$ cat src/rtl/fetch_pkg.sv
// fetch_pkg: shared types and constants for the instruction-fetch sequencer.
//   fetch_state_t    : FS_REQ (may issue a request) / FS_WAIT (one request outstanding)
//   DEFAULT_RESET_PC : default PC after reset
//   INSTR_W          : instruction word width
//   sat_inc16        : saturating 16-bit increment used by the drop counter
package fetch_pkg;

    typedef enum logic [0:0] {
        FS_REQ  = 1'b0,
        FS_WAIT = 1'b1
    } fetch_state_t;

    localparam logic [31:0] DEFAULT_RESET_PC = 32'h0000_0000;
    localparam int          INSTR_W          = 32;

    function automatic logic [15:0] sat_inc16(input logic [15:0] v);
        logic [15:0] r;
        if (v == 16'hFFFF) begin
            r = v;
        end else begin
            r = v + 16'd1;
        end
        return r;
    endfunction

endpackage

$ cat src/rtl/fetch_outbuf.sv
// fetch_outbuf: 1-entry output register between fetch and decode.
//   clk, rst      : clock, synchronous active-high reset
//   load_i        : capture load_pc_i/load_instr_i and mark valid
//   flush_i       : drop the held entry (redirect), wins over load
//   stall_i       : decode cannot accept this cycle
//   valid_o/pc_o/instr_o : held entry
//   free_o        : entry is empty or is being consumed this cycle
module fetch_outbuf
    import fetch_pkg::*;
#(
    parameter int ADDR_W = 32
) (
    input  logic               clk,
    input  logic               rst,
    input  logic               load_i,
    input  logic               flush_i,
    input  logic               stall_i,
    input  logic [ADDR_W-1:0]  load_pc_i,
    input  logic [INSTR_W-1:0] load_instr_i,
    output logic               valid_o,
    output logic [ADDR_W-1:0]  pc_o,
    output logic [INSTR_W-1:0] instr_o,
    output logic               free_o
);

    logic               valid_q;
    logic [ADDR_W-1:0]  pc_q;
    logic [INSTR_W-1:0] instr_q;

    // Output register: reset, flush, load, or consume; pc/instr hold when emptied.
    always_ff @(posedge clk) begin
        if (rst) begin
            valid_q <= 1'b0;
            pc_q    <= '0;
            instr_q <= '0;
        end else if (flush_i) begin
            valid_q <= 1'b0;
        end else if (load_i) begin
            valid_q <= 1'b1;
            pc_q    <= load_pc_i;
            instr_q <= load_instr_i;
        end else if (valid_q && !stall_i) begin
            valid_q <= 1'b0;
        end else begin
            valid_q <= valid_q;
        end
    end

    assign free_o  = !valid_q || !stall_i;
    assign valid_o = valid_q;
    assign pc_o    = pc_q;
    assign instr_o = instr_q;

endmodule

$ cat src/rtl/fetch_ctrl.sv
// fetch_ctrl: instruction-fetch sequencer with a single outstanding imem request.
//   clk, rst                   : clock, synchronous active-high reset
//   redirect, redirect_target  : taken branch/jump and its target (low 2 bits ignored)
//   stall                      : decode back-pressure on the output register
//   imem_req/addr/gnt          : request channel (addr = pc)
//   imem_rvalid/rdata          : response channel, one response per grant
//   if_valid/if_pc/if_instr    : instruction handed to decode
//   drop_cnt                   : saturating count of responses discarded by redirects
module fetch_ctrl
    import fetch_pkg::*;
#(
    parameter logic [31:0] RESET_PC = DEFAULT_RESET_PC,
    parameter int          ADDR_W   = 32
) (
    input  logic               clk,
    input  logic               rst,
    input  logic               redirect,
    input  logic [ADDR_W-1:0]  redirect_target,
    input  logic               stall,
    output logic               imem_req,
    output logic [ADDR_W-1:0]  imem_addr,
    input  logic               imem_gnt,
    input  logic               imem_rvalid,
    input  logic [INSTR_W-1:0] imem_rdata,
    output logic               if_valid,
    output logic [ADDR_W-1:0]  if_pc,
    output logic [INSTR_W-1:0] if_instr,
    output logic [15:0]        drop_cnt
);

    localparam logic [ADDR_W-1:0] PC_STEP  = ADDR_W'(4);
    localparam logic [ADDR_W-1:0] PC_RESET = ADDR_W'(RESET_PC);

    fetch_state_t      state_q;
    logic [ADDR_W-1:0] pc_q;
    logic [ADDR_W-1:0] req_pc_q;
    logic              kill_q;
    logic [15:0]       drop_cnt_q;

    logic              free_s;
    logic              load_s;
    logic [ADDR_W-1:0] target_s;

    assign target_s  = {redirect_target[ADDR_W-1:2], 2'b00};
    assign imem_req  = (state_q == FS_REQ) && free_s && !redirect && !rst;
    assign imem_addr = pc_q;
    // A response is delivered only if it is not stale and no redirect lands this cycle.
    assign load_s    = (state_q == FS_WAIT) && imem_rvalid && !kill_q && !redirect;
    assign drop_cnt  = drop_cnt_q;

    // Fetch FSM: PC, outstanding-request bookkeeping, stale-response kill and drop count.
    always_ff @(posedge clk) begin
        if (rst) begin
            state_q    <= FS_REQ;
            pc_q       <= PC_RESET;
            req_pc_q   <= PC_RESET;
            kill_q     <= 1'b0;
            drop_cnt_q <= 16'h0000;
        end else if (redirect) begin
            pc_q <= target_s;
            if (state_q == FS_WAIT) begin
                if (imem_rvalid) begin
                    // The outstanding response is consumed right here, so nothing is left to kill.
                    drop_cnt_q <= sat_inc16(drop_cnt_q);
                    kill_q     <= 1'b0;
                    state_q    <= FS_REQ;
                end else begin
                    kill_q <= 1'b1;
                end
            end else begin
                state_q <= FS_REQ;
            end
        end else begin
            case (state_q)
                FS_REQ: begin
                    if (imem_req && imem_gnt) begin
                        req_pc_q <= pc_q;
                        state_q  <= FS_WAIT;
                    end else begin
                        state_q <= FS_REQ;
                    end
                end
                FS_WAIT: begin
                    if (imem_rvalid && kill_q) begin
                        drop_cnt_q <= sat_inc16(drop_cnt_q);
                        kill_q     <= 1'b0;
                        state_q    <= FS_REQ;
                    end else if (imem_rvalid) begin
                        pc_q    <= req_pc_q + PC_STEP;
                        state_q <= FS_REQ;
                    end else begin
                        state_q <= FS_WAIT;
                    end
                end
                default: begin
                    state_q <= FS_REQ;
                end
            endcase
        end
    end

    fetch_outbuf #(
        .ADDR_W (ADDR_W)
    ) u_outbuf (
        .clk          (clk),
        .rst          (rst),
        .load_i       (load_s),
        .flush_i      (redirect),
        .stall_i      (stall),
        .load_pc_i    (req_pc_q),
        .load_instr_i (imem_rdata),
        .valid_o      (if_valid),
        .pc_o         (if_pc),
        .instr_o      (if_instr),
        .free_o       (free_s)
    );

endmodule

$ cat config.mk
export PLATFORM = sky130hd
export DESIGN_NAME = fetch_ctrl
export DESIGN_NICKNAME = d
export VERILOG_FILES = /design/src/rtl/fetch_pkg.sv /design/src/rtl/fetch_outbuf.sv /design/src/rtl/fetch_ctrl.sv
export SDC_FILE = /design/constraint.sdc
export NUM_CORES = 1
export LEC_CHECK = 0
export BUFFER_PORTS_ARGS = -buffer_cell sky130_fd_sc_hd__buf_2
export CAP_MARGIN = 5
export CORE_MARGIN = 2
export CORE_UTILIZATION = 47
export CTS_CLUSTER_DIAMETER = 30
export CTS_CLUSTER_SIZE = 25
export DETAILED_ROUTE_END_ITERATION = 8
export PLACE_DENSITY = 0.82
export SLEW_MARGIN = 5
export SYNTH_ARGS = -nofsm -noshare
export SYNTH_HDL_FRONTEND = slang
export SYNTH_HIERARCHICAL = 1
export SYNTH_SLANG_ARGS = --single-unit
$ cat constraint.sdc
create_clock -name clk -period 3.4 [get_ports clk]
set_input_delay 0.51 -clock clk [delete_from_list [all_inputs] [get_ports clk]]
set_output_delay 0.51 -clock clk [all_outputs]
set_load 0.02 [all_outputs]
==> impl_results.md, run 1 <==
- Post-CTS sizing: 0
- DRC viols: 0
- Core Box Area: 0.0151 mm2
- Headroom to the max-slew limit: 26.8%
- Min Clock Period, post-route: 2280 ps
- Final setup fails: 0
- Crit path kind: in2out
- Peak Freq: 439 MHz
- Critical Path RT: 2890 ps
- Initial core utilization: 47.9%
- Nets: 1012
- Pwr dens: 458 mW/mm2
- Crit-path max FO: 70
- Hold buffers post-CTS: 0
- Hold slack: 323 ps
- Crit-path max cell delay: 420 ps
- Netlist cell types: 54
- Die ar.: 0.0164 mm2
- H-tree depth: 4
- GRT met1 Usage: 27.6%
- GRT Total Usage: 21.7%
- Row cnt: 45
- Vias in the first global route: 5674
- Main combinational cell family by area after synthesis: simple AND/OR/NAND/NOR gates
- Worst setup path startpoint: rst
- GR Util met3: 5.72%
- CP Data Arrival Time: 1770 ps
- DRT Wirelength: 18000 um
- Cells after synthesis: 801
- Area Overhead vs Synth: 19.0%
- CP Cell Sequence: buf_4 -> or2_1 -> nor3b_2 -> buf_2
- Post-synth EDFFs: 0
- Slew Limit Fails: 0
- CP Capture Type: primary output
- Initial antenna violation count: 0
- Root buffer cell: clkbuf_16
- I/O Pins: 184
- Initial DRC count: 436
- Share of the synthesized area in the top cell type: 40.6%
- Synth Area in Compound Gates: 17.0%
- Remaining Overflow, GRT: 0
- Mapped Area: 0.00725 mm2
- Reg-to-reg startpoint: req_pc_q[2]$_SDFFE_PP0P_
- FILL cells: 1325
- Most Used Layer, Global Route: met2
- Post-synthesis net count: 873
- Share of the yosys chip area belonging to registers: 40.6%
- Worst-path clk slew: 60 ps
- First-pass GRT wire length: 28300 um
- Antenna cells: 0
- Via density: 5.53
- CP startpoint kind: primary input
- CP delay by family, top: simple AND/OR/NAND/NOR gates
- Post-CTS setup buffers: 0
- Leading post-synthesis cells by cell area: dfxtp_1 41%, nand4bb_1 9.9%, o21ai_2 7.2%
- Worst-Skew Late Latency: 410 ps
- Max Cap Violations: 0
- DP HPWL: 11700 um
- Final period util: 67.0%
- Seq cells post-synth: 147
- Post-synthesis async set-or-reset flop share: 0%
- Power Total: 0.00395 W
- Worst Setup Slack, final: 1120 ps
- CP Buf/Inv Count: 2
- Xor and xnor fraction of the mapped netlist area: 3.74%
- Mux contribution to synthesized area: 0.276%
- TNS Setup: 0 ps
- Worst Skew: 7.64 ps
- Die Height: 128 um
- Static Leak: 3.34 nW
- Most common cell in the netlist: dfxtp_1
- Synth top cells by count: 147 x dfxtp_1, 108 x nand2_1, 66 x a21oi_1, 66 x nand2b_1, 64 x nand4bb_1
- RSZ-0062 raised after global routing: false
- Crit path max-delay cell type: or2_1
- Mapped Avg Cell Area: 9.05 um2
- Hold Crit Start: redirect_target[4]
- Worst vdd ir: 0.338 mV
- Dominant synthesized flop cell: dfxtp_1
- CTS tree: yes
- Largest net degree at the start of global routing: 88
- Area leader, netlist: dfxtp_1
- CTS Sinks: 147
- Placer Congestion: 0.819
- First-pass detailed-route iteration total: 5
- Share of cells above drive strength 1: 30.7%
- Buffers on Ports: 181
- Simple-gate portion of the synthesized area: 31.6%
- Worst Hold Class: in2reg
- Worst-margin pin slew: 1100 ps
- Drt wl/cell: 15.8 um
- Final hold vios: 0
- Yosys warns: 6
- Worst Setup Slack post-DPL: 809 ps
- Post-Synth Adder-Cell Area: 0.345%
- DRT antenna net count: 0
- Die W: 128 um
- Status: finished clean
- Via count: 6299
- Clock Path Buffers: 2
- Met2 usage: 35.5%
- CTS buffer count: 17
per-layer routing:
layer | vias up | routed length [um]
li1 | 3127 | -
met1 | 2919 | 8050
met2 | 233 | 8350
met3 | 20 | 1260
met4 | 0 | 300
met5 | - | 0
final timing paths:
check	endpoint	slack (ps)	depth (start not counted)
max	imem_req	1120	4
min	imem_addr[4]$_SDFFE_PP0P_	320	3
max reg2reg	imem_addr[26]$_SDFFE_PP0P_	1230	6
min reg2reg	u_outbuf/pc_o[24]$_SDFFE_PP0P_	460	2
cell type report:
class                   instances  area, um2  area share [%]
flip-flops and latches        147       2940            34.1
repair buffers                190        991            11.5
inverters                       4       15.0           0.174
well taps                     188        235            2.73
clock buffers                  21        470            5.45
clock inverters                 9        130            1.51
multi-input cells             580       3840            44.5
tightest hold or removal path: stages:
cell and delay [ps]:
buf_2 70, a21oi_1 50, nor2_1 70
power breakdown:
part / internal [W] / switching (W) / total [W]
clock: 0.00120 / 0.000703 / 0.00190
combinational: 0.000117 / 0.000152 / 0.000269
sequential: 0.00175 / 0.0000281 / 0.00178
total: 0.00307 / 0.000884 / 0.00395
metrics by stage:
stage	std cells	cell area [um2]	util [%]
after floorplan	801	7250	-
after global placement	1109	8030	53.0
after detailed placement	1109	8030	53.0
after CTS	1139	8630	57.0
after global routing	1139	8630	57.0
final	1139	8630	57.0
sequential cells by signal (all words and copies together) (netlist names):
name              count
drop_cnt             16
imem_addr            32
kill_q                1
req_pc_q             32
state_q               1
u_outbuf/instr_o     32
u_outbuf/pc_o        32
u_outbuf/valid_o      1
logic make-up after synthesis:
kind of cell             Yosys count
AO/OA/AOI/OAI                    180
buffers and inverters             74
multiplexers                       2
XOR/XNOR                          31
flip-flops                       147
AND/OR/NAND/NOR                  365
adder cells (fa/ha/maj)            2
cells in the final DEF (no fill, tap or decap), types with 5 or more instances in the layout:
cell       count
buf_4         10
nand4bb_1     64
o22ai_1       16
nor4_1        10
nor3_1        14
dfxtp_1      147
nor4_2         5
nand4_1        7
nand2b_1      66
xor2_1        10
and4_1         7
nor2_1        44
nand3_1       17
buf_2        179
xnor2_1       21
clkbuf_16     17
a22oi_1        7
nand2_1      108
a21oi_1       66
o21ai_1        8
o21ai_2       60
No activity file was read; power rests on OpenSTA's default activity.
==> inputs of run 2 (changes only) <==
clock period = 2.1 ns   (was 3.4 ns; I/O delays follow)
==> run 2 against run 1 <==
Clock power is 69% higher; combinational power is 70% higher; global-route usage is 0.62 points higher; critical path type is now reg2reg; largest power group unchanged; highest routed layer unchanged.
==> impl_results.md, run 2 (synthesis gave the netlist of run 1 again) <==
- Status: finished clean
- Nets: 1033
- Commonest non-fill, non-tap cell in the layout: buf_2
- Placer Congestion: 0.830
- Largest net degree at the start of global routing: 210
- Remaining Overflow, GRT: 0
- Final core occ: 58.4%
- CP startpoint kind: register
- TNS Setup: 0 ps
- Vias in the first global route: 6019
- Post-CTS setup buffers: 0
- CTS tree: yes
- Post-DP Area: 0.00821 mm2
- Drt wl/cell: 16.0 um
- CP Capture Type: register
- First-pass detailed-route iteration total: 5
- Max Cap Violations: 0
- Worst Hold Class: in2reg
- Root buffer cell: clkbuf_16
- DP HPWL: 12400 um
- CTS Sinks: 147
- Post-CTS sizing: 0
- Via count: 6463
- H-tree depth: 4
- Crit path kind: reg2reg
- Final hold vios: 0
- Final setup fails: 0
- Fin area: 0.00885 mm2
- Peak Freq: 532 MHz
- Crit-path max FO: 7
- Row cnt: 45
- Worst-margin pin slew: 714 ps
- CTS buffer count: 17
- Pwr dens: 740 mW/mm2
- I/O Pins: 184
- DRC viols: 0
- Min Clock Period, post-route: 1880 ps
- Via density: 5.56
- Power Total: 0.00655 W
- Core Box Area: 0.0151 mm2
- Worst-path clk slew: 60 ps
- Die ar.: 0.0164 mm2
- Hold buffers post-CTS: 0
- Worst-Skew Late Latency: 420 ps
- Final period util: 89.6%
- Buffers on Ports: 181
- Slew Limit Fails: 0
- RSZ-0062 raised after global routing: false
- Worst Skew: 5.58 ps
- CP Data Arrival Time: 2160 ps
- Worst vdd ir: 0.590 mV
- Area Overhead vs Synth: 22.0%
- DRT Wirelength: 18600 um
- Headroom to the max-slew limit: 52.4%
- Hold slack: 130 ps
- Critical Path RT: 2370 ps
- Die Height: 128 um
- Initial antenna violation count: 1
- Initial DRC count: 368
- Die W: 128 um
- DRT antenna net count: 0
- Clock Path Buffers: 2
- First-pass GRT wire length: 29400 um
- GRT Total Usage: 22.3%
- Share of cells above drive strength 1: 32.4%
- Initial core utilization: 47.9%
- Static Leak: 3.47 nW
- Commonest cells after routing, fill and taps aside: 179 x buf_2, 147 x dfxtp_1, 108 x nand2_1
[run 2: critical path, stage by stage, from the launching register on]
cell	delay, ps
dfxtp_1	430
nand3_2	160
or3_1	600
nor4_2	240
xnor2_1	180
o22ai_1	120
[run 2: power breakdown]
group	internal [W]	switching, W
clock network	0.00207	0.00114
registers	0.00284	0.0000440
logic	0.000199	0.000258
[run 2: final timing paths]
kind / from / endpoint / slack (ps) / depth (start not counted)
worst max-delay path: req_pc_q[7]$_SDFFE_PP0P_ / imem_addr[25]$_SDFFE_PP0P_ / 220 / 5
worst min-delay path: redirect_target[4] / imem_addr[4]$_SDFFE_PP0P_ / 130 / 3
worst max register to register: req_pc_q[7]$_SDFFE_PP0P_ / imem_addr[25]$_SDFFE_PP0P_ / 220 / 5
worst min register to register: u_outbuf/instr_o[10]$_SDFFE_PP0P_ / u_outbuf/instr_o[10]$_SDFFE_PP0P_ / 470 / 2
[run 2: routing by layer]
metal / global-route usage [%] / vias to the layer above / part of all wire [%]
met5: 0 / - / 0
met4: 8.73 / 0 / 2.5
met3: 6.09 / 29 / 6.9
met2: 36.4 / 224 / 47
met1: 28.0 / 3042 / 44
li1: - / 3168 / -
[run 2: layout make-up]
cell class              count  area (um2)
clock buffers              22         474
fillers                  1323        6300
diodes                      1        2.50
multi-input cells         580        3850
repair buffers            211        1170
flip-flops and latches    147        2940
clock inverters             9         153
inverters                   4        15.0
well taps                 188         235
[run 2: through the flow]
step                std cells  setup slack (ps)
floorplan                 801               191
global placement         1130               158
detailed placement       1130               132
CTS                      1161               122
global route             1161              36.1
finish                   1162               219
==> inputs of run 3 (changes only) <==
PLACE_DENSITY = 0.72   (was 0.82)
==> run 3 against run 2 <==
Register-to-register slack worse by 50 ps; hold slack improved by 4.9 ps; worst setup slack worse by 47 ps; sequential cell count stayed put; non-clock buffer count down 3; core utilization down 0.40 points; final cell count fell by 0.52%; die area unchanged; count of clock-buffer cells in the layout grew 2; critical path type unchanged; critical endpoint is now imem_addr[20]$_SDFFE_PP0P_; largest power group unchanged.
==> impl_results.md, run 3 (synthesis gave the netlist of run 1 again) <==
- Root buffer cell: clkbuf_16
- Drt wl/cell: 15.9 um
- Vias in the first global route: 5741
- Seq pwr share: 45.7%
- Placer Congestion: 0.821
- First-pass GRT wire length: 29200 um
- Worst-path clk slew: 60 ps
- Core Box Area: 0.0151 mm2
- Initial DRC count: 341
- Pwr dens: 717 mW/mm2
- Worst Skew: 5.20 ps
- Placed cells: 1127
- Status: finished clean
- Final setup fails: 0
- CTS buffer count: 17
- Sw Pwr: 0.00138 W
- DP HPWL: 12100 um
- Nets: 1030
- Final hold vios: 0
- CP Buf/Inv Count: 1
- Hold buffers post-CTS: 0
- Min Clock Period, post-route: 1930 ps
- Max Cap Violations: 0
- Worst Hold Class: in2reg
- Commonest non-fill, non-tap cell in the layout: buf_2
- Switching share of power: 22.0%
- Area Overhead vs Synth: 21.2%
- Antenna cells: 0
- Power Total: 0.00630 W
- Critical Path RT: 2370 ps
- Internal: 0.00492 W
- Worst-Skew Late Latency: 420 ps
- Crit path max-delay cell type: dfxtp_1
- DRC viols: 0
- Die ar.: 0.0164 mm2
- Static Leak: 3.46 nW
- Initial antenna violation count: 0
- CP Data Arrival Time: 2200 ps
- H-tree depth: 4
- Die Height: 128 um
- Initial core utilization: 47.9%
- Worst-margin pin slew: 709 ps
- Crit path kind: reg2reg
- DRT antenna net count: 0
- Via count: 6305
- Largest net degree at the start of global routing: 210
- Commonest cells after routing, fill and taps aside: 179 x buf_2, 147 x dfxtp_1, 108 x nand2_1
- GRT Total Usage: 22.2%
- Crit-path max cell delay: 390 ps
- Non-filler cells, final: 1156
- Remaining Overflow, GRT: 0
- Row cnt: 45
- I/O Pins: 184
- CP startpoint kind: register
- CP Capture Type: register
- First-pass detailed-route iteration total: 5
- Buffers on Ports: 181
- Die W: 128 um
- Slew Limit Fails: 0
- Peak Freq: 519 MHz
- TNS Setup: 0 ps
- Clock Path Buffers: 2
- Clock power share: 47.1%
- Flop-to-flop setup slack: 170 ps
- Worst vdd ir: 0.542 mV
- Fin area: 0.00879 mm2
- CP Cell Sequence: ha_1 -> nand2_1 -> or3_1 -> buf_4 -> o31a_1 -> o21ai_1 -> a21oi_1
- CP delay by family, top: compound AO/OA/AOI/OAI gates
- Headroom to the max-slew limit: 52.7%
- Post-DP Area: 0.00820 mm2
- CTS tree: yes
- Hold slack: 135 ps
- Final period util: 91.8%
- CTS Sinks: 147
- DRT Wirelength: 18400 um
- Share of cells above drive strength 1: 31.8%
- Crit-path max FO: 10
- Comb pwr share: 7.2%
- Via density: 5.45
## run 3: cell count changes in the layout (fill, tap and decap cells not counted), moves of 2 or more
cell,previous run,this run
clkinvlp_4,3,0
bufinv_16,4,2
buf_4,29,25
clkbuf_8,3,5
## run 3: routing by layer
metal | share of wire (%) | vias up | global-route usage [%]
met1 | 46 | 2926 | 29.3
met4 | 1.4 | 0 | 6.08
li1 | - | 3161 | -
met2 | 46 | 198 | 36.2
met5 | 0 | - | 0
met3 | 6.3 | 20 | 5.30
## run 3: timing repair
action / CTS / global route
setup endpoints to repair: 0 / 1
resized for setup: 0 / 1
setup buffers: 0 / 0
## run 3: cell type report
cell class	instances	area, um2
clock buffers	24	502
well taps	188	235
multi-input cells	580	3850
repair buffers	208	1160
clock inverters	5	75.1
fillers	1403	6360
inverters	4	15.0
flip-flops and latches	147	2940
## run 3: worst paths after layout
| kind | start | end | cells after the start |
|---|---|---|---|
| setup / recovery | req_pc_q[3]$_SDFFE_PP0P_ | imem_addr[20]$_SDFFE_PP0P_ | 7 |
| hold / removal | redirect_target[4] | imem_addr[4]$_SDFFE_PP0P_ | 3 |
| setup reg to reg | req_pc_q[3]$_SDFFE_PP0P_ | imem_addr[20]$_SDFFE_PP0P_ | 7 |
| hold reg to reg | imem_addr[11]$_SDFFE_PP0P_ | req_pc_q[11]$_SDFFE_PP0P_ | 2 |
## run 3: power by group through the flow
| stage | Sequential, W | Clock (W) | Combinational [W] |
|---|---|---|---|
| CTS | 0.00288 | 0.00303 | 0.000459 |
| global route | 0.00288 | 0.00313 | 0.000498 |
| finish | 0.00288 | 0.00297 | 0.000457 |
| floorplan | 0.00297 | 0 | 0.000255 |
| global placement | 0.00294 | 0 | 0.000456 |
| detailed placement | 0.00294 | 0 | 0.000458 |
## run 3: per-stage QoR
step | setup slack (ps) | util [%]
floorplan | 191 | -
detailed placement | 168 | 54.1
global placement | 204 | 54.1
global route | -5.30 | 58.0
CTS | 162 | 58.0
finish | 172 | 58.0
## run 3: worst min-delay path, delay by kind of cell
kind                   cells  cell delay, ps
AO/OA/AOI/OAI              1              60
buffers and inverters      1              80
AND/OR/NAND/NOR            1              70
